**config.mk**
```make
export PLATFORM = sky130hd
export DESIGN_NAME = prompt_column
export DESIGN_NICKNAME = d
export VERILOG_FILES = /design/src/rtl/stepmania_pkg.sv /design/src/rtl/prompt_column_shift_tick.sv /design/src/rtl/prompt_column.sv
export SDC_FILE = /design/constraint.sdc
export NUM_CORES = 1
export LEC_CHECK = 0
export CAP_MARGIN = 5
export CORE_UTILIZATION = 38
export CTS_CLUSTER_DIAMETER = 80
export DETAILED_ROUTE_END_ITERATION = 10
export PLACE_DENSITY = 0.61
export SLEW_MARGIN = 20
export SYNTH_ARGS = -nofsm -noshare
export SYNTH_HDL_FRONTEND = slang
export SYNTH_SLANG_ARGS = --single-unit
export TNS_END_PERCENT = 1
```
**constraint.sdc**
```tcl
create_clock -name clk -period 2.4 [get_ports clk]
set_input_delay 0.48 -clock clk [delete_from_list [all_inputs] [get_ports clk]]
set_output_delay 0.48 -clock clk [all_outputs]
set_load 0.02 [all_outputs]
```
**src/rtl/stepmania_pkg.sv**
```systemverilog
// Shared lane geometry and judge result encoding for the note lanes,
// the LED driver and the score logic.
package stepmania_pkg;

  localparam int LANE_ROWS         = 8;
  localparam int LANE_SHIFT_PERIOD = 16;
  localparam int NUM_LANES         = 4;

  typedef enum logic [1:0] {
    JUDGE_NONE = 2'd0,
    JUDGE_HIT  = 2'd1,
    JUDGE_MISS = 2'd2
  } judge_e;

endpackage

```
**src/rtl/prompt_column_shift_tick.sv**
```systemverilog
// Free-running scroll-step divider; one instance per lane keeps all lanes
// phase-aligned through the shared reset.
module shift_tick #(
  parameter int SHIFT_PERIOD = 16
) (
  input  logic clk,
  input  logic reset,
  output logic tick
);

  localparam int CW = (SHIFT_PERIOD > 1) ? $clog2(SHIFT_PERIOD) : 1;

  logic [CW-1:0] r_cnt;

  // SHIFT_PERIOD is a power of two, so natural overflow is the wrap.
  always_ff @(posedge clk) begin
    if (reset) begin
      r_cnt <= '0;
    end else begin
      r_cnt <= r_cnt + 1'b1;
    end
  end

  assign tick = (r_cnt == CW'(SHIFT_PERIOD - 1));

endmodule

```
**src/rtl/prompt_column.sv**
```systemverilog
// One note lane: injects lit cells on start, scrolls them toward the judge
// cell and scores key presses against the bottom cell.
module prompt_column
  import stepmania_pkg::*;
#(
  parameter int ROWS         = LANE_ROWS,
  parameter int SHIFT_PERIOD = LANE_SHIFT_PERIOD
) (
  input  logic            clk,
  input  logic            reset,
  input  logic            start,
  input  logic            key,
  output logic [ROWS-1:0] lights,
  output logic            hit,
  output logic            miss
);

  logic            w_tick;
  logic            w_press;
  logic            w_inj;
  logic            w_bottom;
  judge_e          w_judge;

  logic [ROWS-1:0] r_lights;
  logic            r_pending;
  logic            r_key_q;
  logic            r_hit;
  logic            r_miss;

  shift_tick #(
    .SHIFT_PERIOD(SHIFT_PERIOD)
  ) u_shift_tick (
    .clk  (clk),
    .reset(reset),
    .tick (w_tick)
  );

  // A start landing on the tick cycle itself is injected with zero wait.
  assign w_inj    = r_pending | start;
  assign w_press  = key & ~r_key_q;
  assign w_bottom = r_lights[ROWS-1];

  always_comb begin
    w_judge = JUDGE_NONE;
    if (w_press) begin
      w_judge = w_bottom ? JUDGE_HIT : JUDGE_MISS;
    end else if (w_tick && w_bottom) begin
      w_judge = JUDGE_MISS;
    end
  end

  // key_q resets high so a key held through reset release is not a press.
  always_ff @(posedge clk) begin
    if (reset) begin
      r_lights  <= '0;
      r_pending <= 1'b0;
      r_key_q   <= 1'b1;
      r_hit     <= 1'b0;
      r_miss    <= 1'b0;
    end else begin
      r_key_q   <= key;
      r_pending <= w_tick ? 1'b0 : (r_pending | start);
      r_hit     <= (w_judge == JUDGE_HIT);
      r_miss    <= (w_judge == JUDGE_MISS);
      if (w_tick) begin
        r_lights <= {r_lights[ROWS-2:0], w_inj};
      end else if (w_judge == JUDGE_HIT) begin
        r_lights[ROWS-1] <= 1'b0;
      end
    end
  end

  assign lights = r_lights;
  assign hit    = r_hit;
  assign miss   = r_miss;

endmodule

```
## Yosys cells after proc, flatten, opt, wreduce, memory -nomap -nowiden

Index checks and enable logic that the tools add are counted.

| operators by class | value |
|---|---|
| add/subtract/negate cells | 1 |
| equal/unequal tests | 3 |
| muxes and demuxes | 5 |
| bitwise operators | 3 |
| reductions and logical operators | 3 |

Operator list:

| kind | count |
|---|---|
| 2-to-1 mux 2 bit | 3 |
| adder 4 x 1 -> 4 bit (second input constant) | 1 |
| equality test 4 bit (second input constant) | 1 |
| equality test 2 x 1 -> 1 bit (second input constant) | 1 |
| equality test 2 bit (second input constant) | 1 |
| 2-to-1 mux 1 bit | 2 |
| nonzero test 2 bit | 1 |
| OR reduction 2 bit | 1 |
| AND 1 bit | 1 |
| logical AND 1 bit | 1 |
| inverter 1 bit | 1 |
| bitwise OR 1 bit | 1 |

| word-level totals | value |
|---|---|
| register bits | 16 |
| bits of input ports | 4 |

## Longest topological paths before layout

| logic depth | value |
|---|---|
| depth after elaboration | 7 |
| depth in mapped cells | 5 |
| mapped depth without buffers | 4 |

## Hierarchy

A second synthesis with hierarchy kept.

| second synthesis, totals | value |
|---|---|
| cells, all modules | 53 |
| area total of the unflattened synthesis | 580.6 µm² |

Modules (own cells, without submodules):

| module | instances | cells an instance | area an instance (µm²) | seq. area each (µm²) |
|---|---|---|---|---|
| prompt_column | 1 | 39 | 427.9 | 240.2 |
| shift_tick | 1 | 14 | 152.6 | 80.1 |

## Worst setup path after synthesis

No wires, ideal clock.

| timing | value |
|---|---|
| path type | register -> register |
| start | register u_shift_tick.r_cnt[0] |
| end | register r_lights[0], in the netlist lights[0] |
| setup time | 0.086 ns |
| data arrival time | 1.002 ns |
| required time | 2.314 ns |
| path slack | 1.312 ns |
| cell stages (with the launch flop) | 5 |
| path buffers | 1 |
| period minus slack after synthesis | 1.088 ns |
| cells stage by stage | dfxtp_1 > ha_1 > and3_4 > buf_8 > a211oi_1 |

| on the way | value |
|---|---|
| longest elaborated chain between the ends | 1 |

Ends and longest elaborated chain:

| what | line | RTL |
|---|---|---|
| from (decl) | prompt_column_shift_tick.sv:13 | `logic [CW-1:0] r_cnt;` |
| from (signal assigned) | prompt_column_shift_tick.sv:20 | `r_cnt <= r_cnt + 1'b1;` |
| equality test 4 bit | prompt_column_shift_tick.sv:24 | `assign tick = (r_cnt == CW'(SHIFT_PERIOD - 1));` |
| to (signal assigned) | prompt_column.sv:66 | `r_lights <= {r_lights[ROWS-2:0], w_inj};` |
| to (decl) | prompt_column.sv:24 | `logic [ROWS-1:0] r_lights;` |

Every way passes these cells.
A chain may end at the register's enable or synchronous reset.

## Final worst setup path

| timing | value |
|---|---|
| start | register r_lights[7], in the netlist lights[7] |
| end | output port lights[7] |

RTL lines:

| what | line | RTL |
|---|---|---|
| to (decl) | prompt_column.sv:13 | `output logic [ROWS-1:0] lights,` |

No word-level cell between the ends.

==> qor.txt <==
Status: completed
Leakage: 0.248 nW
First-pass DRT Iterations: 4
Via count: 419
Post-CTS Setup Inserts: 0
Pins Over Slew Limit: 0
Peak Freq: 550 MHz
Most frequent cells in the layout: 16 x dfxtp_1, 13 x nand2_1, 13 x clkdlybuf4s50_1, 6 x a21oi_1, 5 x nor2_1
CP endpoint kind: primary output
Min cycle time layout: 1.82 ns
RSZ-0062 raised after global routing: false
Final Hold Fails: 0
Clk slew on worst S/H paths: 0.09 ns
Width of the chip: 40.6 µm
Crit-path cells: clkdlybuf4s50_1
Power Density: 641 mW/mm²
CTS root buffer: clkbuf_4
CTS Buf Count: 3
Cell area after layout: 732 µm²
CTS Buffer Depth: 2
Non-Filler Instances: 89
Mapped Cells: 59
Clock Latency Late Sink: 0.28 ns
Post-route DRC: 0
Slowest-stage cell, CP: clkdlybuf4s50_1
GRT Util Overall: 0.155
Type of origin of the critical path: register
Antenna-violating nets left: 0
Final setup skew: 0.00825 ns
Fin Setup TNS: 0 ns
Buf/Inv on CP: 1
N_diodes: 0
Total gr overflow: 0
Max rail drop VDD: 0.392 mV
CP required: 1.92 ns
Class of the worst hold path: register to register
Core area: 0.00135 mm²
Crit Path Category: register to primary output
# nets final: 80
CTS Hold Bufs: 0
Initial antenna violation count: 0
Setup Viol. Count Final: 0
Top Family by Delay on Critical Path: buffers and inverters
Die Y-Extent: 40.6 µm
Via density: 4.71
Post-DP HPWL: 672 µm
IO Pins: 14
Fill cells: 122
Post_cts resized: 0
H-tree depth: 1
Final core utilization: 0.542
Routability cong.: 0.632
Hold Slack: 0.467 ns
Syn. warnings: 0
Crit path DAT: 1.34 ns
Largest net degree at the start of global routing: 17
Distinct cell type count after synthesis: 19
Max-Cap Viols: 0
Worst Path Max Fanout: 5
Final total power: 0.469 mW
PortBufs: 13
1st-iter DRT viols: 8
Synth Net Count: 64
Final worst slack: 0.581 ns
DIE AREA: 0.00165 mm²
CTS Sinks: 16
Setup Slack @ Placement: 0.682 ns
Slowest cell delay on critical path: 0.63 ns
CTS tree: built
Global-route wire length before repair: 1640 µm
Commonest non-fill, non-tap cell in the layout: dfxtp_1
Layout cell share with drive strength beyond 1: 0.135
Placed cells: 85
Post-Syn Area: 567 µm²
Number of global-route vias before repair: 372
Avg Cell Area, Syn: 9.61 µm²
Period utilization: 0.758
Drt total wl: 954 µm
Worst Max-Slew Pin Slew: 0.554 ns
Area growth from synthesis to layout: 29.1%
Register area share after synthesis: 0.565
Max_slew headroom: 0.629
DP Area: 696 µm²
Synth Register Bits: 16
Starting Density: 0.420
Routed wire length per instance: 10.7 µm
Row cnt: 13
==> synth_stat cells, drive strengths merged <==
cell type  count  share of area
nor3b          1          0.013
nand2b         1          0.011
a211oi         1          0.013
or2            2          0.022
buf            2          0.035
xnor2          1          0.015
nor2b          1          0.011
a21oi          8          0.084
ha             1          0.022
xor2           1          0.015
nor3           1         0.0088
and3           1          0.020
nand3          4          0.044
dfxtp         16           0.57
nor2           5          0.033
nand2         13          0.086
==> power by group <==
group	switching, mW	total (mW)	internal [mW]
sequential	0.00393	0.276	0.272
combinational	0.00986	0.0212	0.0114
clock	0.0800	0.172	0.0922
total	0.0938	0.469	0.376
==> worst paths after layout <==
path	startpoint	to	slack [ns]	depth (start not counted)
min	u_shift_tick.r_cnt[0]	u_shift_tick.r_cnt[0]	0.47	1
max reg2reg	u_shift_tick.r_cnt[0]	lights[0]	1.21	4
max	lights[7]	lights[7]	0.58	1
min reg2reg	u_shift_tick.r_cnt[0]	u_shift_tick.r_cnt[0]	0.47	1
==> flip-flops by register name (all words and copies together), names as in the netlist <==
register,flops
lights,8
u_shift_tick.r_cnt,4
hit,1
miss,1
r_key_q,1
r_pending,1
==> logic make-up (layout without fill, tap and decap cells) <==
family                   count (synthesis)  after routing  share of synthesized area
buffers and inverters                    2             17                     0.0353
adder cells (fa/ha/maj)                  1              1                     0.0221
XOR/XNOR                                 2              2                     0.0309
AO/OA/AOI/OAI                            9              9                     0.0971
AND/OR/NAND/NOR                         29             29                      0.249
flip-flops                              16             16                      0.565
==> metal layers <==
metal,up-vias,part of all wire,GRT usage
met1,185,0.51,0.190
met5,-,0,0
met4,0,0,0.0500
met3,0,0.049,0.0652
met2,9,0.44,0.242
li1,225,-,-
==> cell type report <==
type | count | area [µm²] | area share
clock buffers | 4 | 36.3 | 0.0496
repair buffers | 13 | 130 | 0.178
well taps | 15 | 18.8 | 0.0256
flip-flops and latches | 16 | 320 | 0.438
multi-input cells | 41 | 226 | 0.309
Note: power is estimated with default switching activity, not from simulation.
